### src/rtl/alu_seq_pkg.sv
// Shared opcode and FSM state definitions for the sequential ALU command engine.
package alu_seq_pkg;

    typedef logic [2:0] op_t;

    localparam op_t OP_AND  = 3'd0;
    localparam op_t OP_OR   = 3'd1;
    localparam op_t OP_ADD  = 3'd2;
    localparam op_t OP_SUB  = 3'd3;
    localparam op_t OP_ALU  = 3'd4;
    localparam op_t OP_ACC3 = 3'd5;

    typedef enum logic [1:0] {
        StIdle,
        StExec,
        StResp
    } state_t;

endpackage

### src/rtl/alu_seq_datapath.sv
// Combinational operator datapath; carry logic exists only when ALU_SEQ_CARRY_EN is defined.
module alu_seq_datapath
    import alu_seq_pkg::*;
#(
    parameter int unsigned W = 8
) (
    input  op_t          op,
    input  logic [W-1:0] a,
    input  logic [W-1:0] b,
    output logic [W-1:0] result,
    output logic         illegal
`ifdef ALU_SEQ_CARRY_EN
    ,
    output logic         carry
`endif
);

    logic [W-1:0] sum;
    logic [W-1:0] diff;

    assign sum  = a + b;
    assign diff = a - b;

    // ACC3 returns its first term (a+b); the engine accumulates the rest over EXEC.
    always_comb begin
        result  = '0;
        illegal = 1'b0;
        case (op)
            OP_AND:  result = a & b;
            OP_OR:   result = a | b;
            OP_ADD:  result = sum;
            OP_SUB:  result = diff;
            OP_ALU:  result = sum + diff;
            OP_ACC3: result = sum;
            default: illegal = 1'b1;
        endcase
    end

`ifdef ALU_SEQ_CARRY_EN
    logic [W:0] sum_ext;

    assign sum_ext = {1'b0, a} + {1'b0, b};
    assign carry   = (op == OP_ADD) ? sum_ext[W] :
                     (op == OP_SUB) ? (a < b)    : 1'b0;
`endif

endmodule

### src/rtl/alu_seq_engine.sv
// Valid/ready command front-end: single-cycle ops respond next cycle, ACC3 after 3 cycles.
// Optional rsp_carry output is built when ALU_SEQ_CARRY_EN is defined.
module alu_seq_engine
    import alu_seq_pkg::*;
#(
    parameter int unsigned W = 8
) (
    input  logic         clk,
    input  logic         rst,
    input  logic         cmd_valid,
    output logic         cmd_ready,
    input  logic [2:0]   cmd_op,
    input  logic [W-1:0] cmd_a,
    input  logic [W-1:0] cmd_b,
    output logic         rsp_valid,
    input  logic         rsp_ready,
    output logic [W-1:0] rsp_result,
    output logic [2:0]   rsp_op,
    output logic         rsp_err
`ifdef ALU_SEQ_CARRY_EN
    ,
    output logic         rsp_carry
`endif
);

    state_t       state_q, state_d;
    logic         cnt_q, cnt_d;
    logic [W-1:0] a_q, a_d;
    logic [W-1:0] b_q, b_d;
    logic [W-1:0] acc_q, acc_d;
    logic         rsp_valid_q, rsp_valid_d;
    logic [W-1:0] rsp_result_q, rsp_result_d;
    op_t          rsp_op_q, rsp_op_d;
    logic         rsp_err_q, rsp_err_d;

    op_t          dp_op;
    logic [W-1:0] dp_a;
    logic [W-1:0] dp_b;
    logic [W-1:0] dp_result;
    logic         dp_illegal;

`ifdef ALU_SEQ_CARRY_EN
    logic         rsp_carry_q, rsp_carry_d;
    logic         dp_carry;
`endif

    // In IDLE the datapath sees the incoming command; in EXEC it supplies the ACC3 terms.
    always_comb begin
        dp_op = cmd_op;
        dp_a  = cmd_a;
        dp_b  = cmd_b;
        if (state_q == StExec) begin
            dp_op = cnt_q ? OP_ALU : OP_SUB;
            dp_a  = a_q;
            dp_b  = b_q;
        end
    end

    alu_seq_datapath #(
        .W (W)
    ) u_datapath (
        .op      (dp_op),
        .a       (dp_a),
        .b       (dp_b),
        .result  (dp_result),
        .illegal (dp_illegal)
`ifdef ALU_SEQ_CARRY_EN
        ,
        .carry   (dp_carry)
`endif
    );

    always_comb begin
        state_d      = state_q;
        cnt_d        = cnt_q;
        a_d          = a_q;
        b_d          = b_q;
        acc_d        = acc_q;
        rsp_valid_d  = rsp_valid_q;
        rsp_result_d = rsp_result_q;
        rsp_op_d     = rsp_op_q;
        rsp_err_d    = rsp_err_q;
`ifdef ALU_SEQ_CARRY_EN
        rsp_carry_d  = rsp_carry_q;
`endif
        unique case (state_q)
            StIdle: begin
                if (cmd_valid) begin
                    a_d      = cmd_a;
                    b_d      = cmd_b;
                    rsp_op_d = cmd_op;
                    if (cmd_op == OP_ACC3) begin
                        acc_d   = dp_result;
                        cnt_d   = 1'b0;
                        state_d = StExec;
                    end else begin
                        rsp_result_d = dp_result;
                        rsp_err_d    = dp_illegal;
`ifdef ALU_SEQ_CARRY_EN
                        rsp_carry_d  = dp_carry;
`endif
                        rsp_valid_d  = 1'b1;
                        state_d      = StResp;
                    end
                end
            end
            StExec: begin
                if (!cnt_q) begin
                    acc_d = acc_q + dp_result;
                    cnt_d = 1'b1;
                end else begin
                    rsp_result_d = acc_q + dp_result;
                    rsp_err_d    = 1'b0;
`ifdef ALU_SEQ_CARRY_EN
                    rsp_carry_d  = 1'b0;
`endif
                    rsp_valid_d  = 1'b1;
                    state_d      = StResp;
                end
            end
            StResp: begin
                if (rsp_ready) begin
                    rsp_valid_d = 1'b0;
                    state_d     = StIdle;
                end
            end
            default: state_d = StIdle;
        endcase
    end

    always_ff @(posedge clk or posedge rst) begin
        if (rst) begin
            state_q      <= StIdle;
            cnt_q        <= 1'b0;
            a_q          <= '0;
            b_q          <= '0;
            acc_q        <= '0;
            rsp_valid_q  <= 1'b0;
            rsp_result_q <= '0;
            rsp_op_q     <= '0;
            rsp_err_q    <= 1'b0;
`ifdef ALU_SEQ_CARRY_EN
            rsp_carry_q  <= 1'b0;
`endif
        end else begin
            state_q      <= state_d;
            cnt_q        <= cnt_d;
            a_q          <= a_d;
            b_q          <= b_d;
            acc_q        <= acc_d;
            rsp_valid_q  <= rsp_valid_d;
            rsp_result_q <= rsp_result_d;
            rsp_op_q     <= rsp_op_d;
            rsp_err_q    <= rsp_err_d;
`ifdef ALU_SEQ_CARRY_EN
            rsp_carry_q  <= rsp_carry_d;
`endif
        end
    end

    assign cmd_ready  = (state_q == StIdle);
    assign rsp_valid  = rsp_valid_q;
    assign rsp_result = rsp_result_q;
    assign rsp_op     = rsp_op_q;
    assign rsp_err    = rsp_err_q;
`ifdef ALU_SEQ_CARRY_EN
    assign rsp_carry  = rsp_carry_q;
`endif

endmodule

### config.mk
export PLATFORM = sky130hd
export DESIGN_NAME = alu_seq_engine
export DESIGN_NICKNAME = d
export VERILOG_FILES = /design/src/rtl/alu_seq_pkg.sv /design/src/rtl/alu_seq_datapath.sv /design/src/rtl/alu_seq_engine.sv
export SDC_FILE = /design/constraint.sdc
export NUM_CORES = 1
export LEC_CHECK = 0
export CAP_MARGIN = 20
export CORE_MARGIN = 2
export CORE_UTILIZATION = 40
export CTS_CLUSTER_DIAMETER = 50
export DETAILED_ROUTE_END_ITERATION = 10
export PLACE_DENSITY = 0.68
export SETUP_SLACK_MARGIN = 0.5
export SLEW_MARGIN = 20
export SYNTH_ARGS = -nofsm -noshare
export SYNTH_HDL_FRONTEND = slang
export SYNTH_SLANG_ARGS = --single-unit
### constraint.sdc
create_clock -name clk -period 8.3 [get_ports clk]
set_input_delay 2.075 -clock clk [delete_from_list [all_inputs] [get_ports clk]]
set_output_delay 2.075 -clock clk [all_outputs]
set_load 0.1 [all_outputs]
==> out/metrics.cfg <==
[synthesis]
synthCells=373
synth_top_family_by_area=compound AO/OA/AOI/OAI gates
synthArstFlopShare_pct=100
synth_top_area_cell=dfrtp_1
ys.flop_type=dfrtp_1
synth_common_cells=nand2_1, dfrtp_1, inv_1
synth_edf_count=0
synth_nets=437
synth_top_cell_area_share_pct=28.7
synthXorXnorAreaFrac_pct=4.02
ys_ff_latch=40
yosysWarnings=0
synth_cell_types=58
ys_top_cells_by_area=dfrtp_1, ha_1, mux2_2, nand2_1, mux2i_1
synth-compound-area-share_pct=16.2
synthAdderAreaFrac_pct=15.6
synth_area_mm2=0.00348
synthSimpleGateAreaFrac_pct=13.4
postSynthAreaPerCell_um2=9.34
ys_seq_area_share_pct=28.7
yosysMostFrequentCell=nand2_1
synth.area.mux_share_pct=15.4

[timing]
rsz0062_at_grt=false
tns_ps=0
slew_violations=0
skew_ps=7.03
setup_violations=0
period_needed_ps=6380
tightestPinTransition_ps=967
relSlewSlack_pct=35.3
fmax_ghz=0.157
min_period_over_period_pct=76.9
finalHoldViolCount=0

[placement]
io_buffers=36
routabilityCongestion=0.932
detailed_place_hpwl_um=5770

[worst_setup_path]
crit_arrival_ps=6570
crit_type=in2reg
r2r-end=rsp_result[7]$_DFFE_PP0P_
path_buf_inv=2
regToRegStartpoint=state_q[0]$_DFFE_PP0P_
critPathSlowestCell=clkdlybuf4s50_1
cp_cell_sequence=clkdlybuf4s50_1, mux2i_1, inv_1, ha_1, a211oi_1, nor2_1, o21ai_0, nand2_1, xnor2_1, ha_1, a21o_1, o21bai_1, xor2_1, a22oi_1, nand3_1, ha_1, o21ai_0, a21oi_1, or3_1, nand3_1, xor2_1, mux2_2
cp-end-kind=register
path_max_fanout=4
required_ps=8490
cp_top_family=compound AO/OA/AOI/OAI gates
startpoint_type=input port
r2r_cells=22
regToRegSetupSlack_ps=2780
slowest_delay_ps=420
path_common_cell=ha_1

[cells_and_area]
fill_cells=844
antenna_cells=0
finalNetCount=469
drive_gt1_share_pct=13.8
area_growth_pct=15.6
seqCellArea_mm2=0.00100
multiInputGateArea_mm2=0.00225

[route]
first_iter_violations=79
viasPerCell=5.22
wl_per_cell_um=14.2
wirelength_um=7320
drc=0
dr.pass1.iters=4
ant_nets=0
num_vias=2683

[global_routing]
grt_use_total_pct=16.2
grt_pass1_vias=2708
antenna_found_initial=0
grt-ovfl-total=0
grt_first_pass_wirelength_um=12600
grt_max_degree=41

[clock_tree]
cts_tree=built
post_cts_buffers=0
cts_buffers=5
clock-root-buffer=clkbuf_8
ctsLongestPathBuffers=2
path_clk_slew_ps=90
hold_buffers=0
htreeDepth=2
clock_sinks=40
clk_latency_ps=300
cts.repair.resized=0

[die]
die_area_mm2=0.00947
die_w_um=97.3
start_util_pct=40.5
dieHeight_um=97.3
core_area_mm2=0.00859
ios=37
row_count=34

[flow_run]
max_cap_viol_count=0

[pwr]
switching_share_pct=47.5
power_switching_uw=575
p_comb_share_pct=60.0
power_frac_seq_pct=26.0
total_leakage_power_uw=0.00188
internal-power_uw=637
powerDensity_mw_per_mm2=301
clkPwrFrac_pct=14.0
ir_drop_v=0.000114
finalPower_uw=1210

[worst_hold_path]
min_path_type=reg2reg
hold_path_startpoint=rsp_result[1]$_DFFE_PP0P_
whs_path_depth=2
hold_end=rsp_result[1]$_DFFE_PP0P_

[status]
status=finished, final reports clean

## through the flow
| step | hold WS, ps | utilization [%] | setup WS [ps] | std cells | area, µm² |
|---|---|---|---|---|---|
| global route | 524 | 46.9 | 1530 | 514 | 4030 |
| detailed placement | 470 | 45.5 | 1620 | 506 | 3910 |
| CTS | 492 | 46.9 | 1940 | 514 | 4030 |
| floorplan | 477 | - | 2480 | 373 | 3480 |
| global placement | 463 | 45.5 | 1770 | 506 | 3910 |
| finish | 481 | 46.9 | 1920 | 514 | 4030 |
## registers in the layout, summed over array words and instances, names as in the netlist
register    count
a_q             8
acc_q           8
b_q             8
cnt_q           1
rsp_err         1
rsp_op          3
rsp_result      8
rsp_valid       1
state_q         2
## worst min-delay path: stages, from the launching register on
cell,delay [ps]
dfrtp_1,350
nand2_1,40
o21ai_0,60
## power by group through the flow
stage	combinational [µW]	clock, µW	sequential, µW
2_1_floorplan	392	0	504
5_1_grt	790	183	328
3_3_place_gp	714	0	318
6_report	726	170	315
3_5_place_dp	728	0	321
4_1_cts	731	177	317
## kinds of logic (layout without fill, tap and decap cells)
group | count (synthesis) | after routing
AND/OR/NAND/NOR | 93 | 93
XOR/XNOR | 16 | 16
AO/OA/AOI/OAI | 82 | 82
multiplexers | 48 | 48
flip-flops | 40 | 40
buffers and inverters | 53 | 86
adder cells (fa/ha/maj) | 41 | 41
## cell type report
cell class / instances / area share, %
clock inverter: 3 / 1.15
clock buffer: 5 / 1.71
timing repair buffer: 38 / 9.32
tap: 108 / 3.36
sequential: 40 / 24.9
multi-input combinational: 280 / 55.9
inverter: 40 / 3.73
## per-layer routing
metal / track usage, % / part of all wire [%]
met3: 2.45 / 2.5
met4: 3.21 / 1.1
met5: 0 / 0
met2: 29.3 / 51
met1: 20.6 / 46
## cell usage in the layout, fill, tap and decap left out, drive strengths merged, types with 8 or more instances in the layout
| cell | netlist | routed |
|---|---|---|
| mux2i | 15 | 15 |
| mux2 | 33 | 33 |
| clkdlybuf4s50 | 0 | 36 |
| nor2b | 8 | 8 |
| nand2b | 9 | 9 |
| o21ai | 22 | 22 |
| a21oi | 16 | 16 |
| nand2 | 47 | 47 |
| xnor2 | 12 | 12 |
| nor2 | 10 | 10 |
| dfrtp | 40 | 40 |
| ha | 37 | 37 |
| inv | 40 | 41 |
## worst max path at each step
stage	from	endpoint	slack (ps)	cells after the start
6_report	cmd_a[1]	rsp_result[7]$_DFFE_PP0P_	1920	22
5_1_grt	cmd_a[1]	rsp_result[7]$_DFFE_PP0P_	1530	22
4_1_cts	cmd_a[1]	acc_q[6]$_DFFE_PP0P_	1940	19
3_5_place_dp	cmd_a[1]	rsp_result[7]$_DFFE_PP0P_	1620	21
3_3_place_gp	cmd_a[1]	rsp_result[7]$_DFFE_PP0P_	1770	21
2_1_floorplan	cmd_a[1]	rsp_result[6]$_DFFE_PP0P_	2480	18
Note: power is estimated with default switching activity, not from simulation.
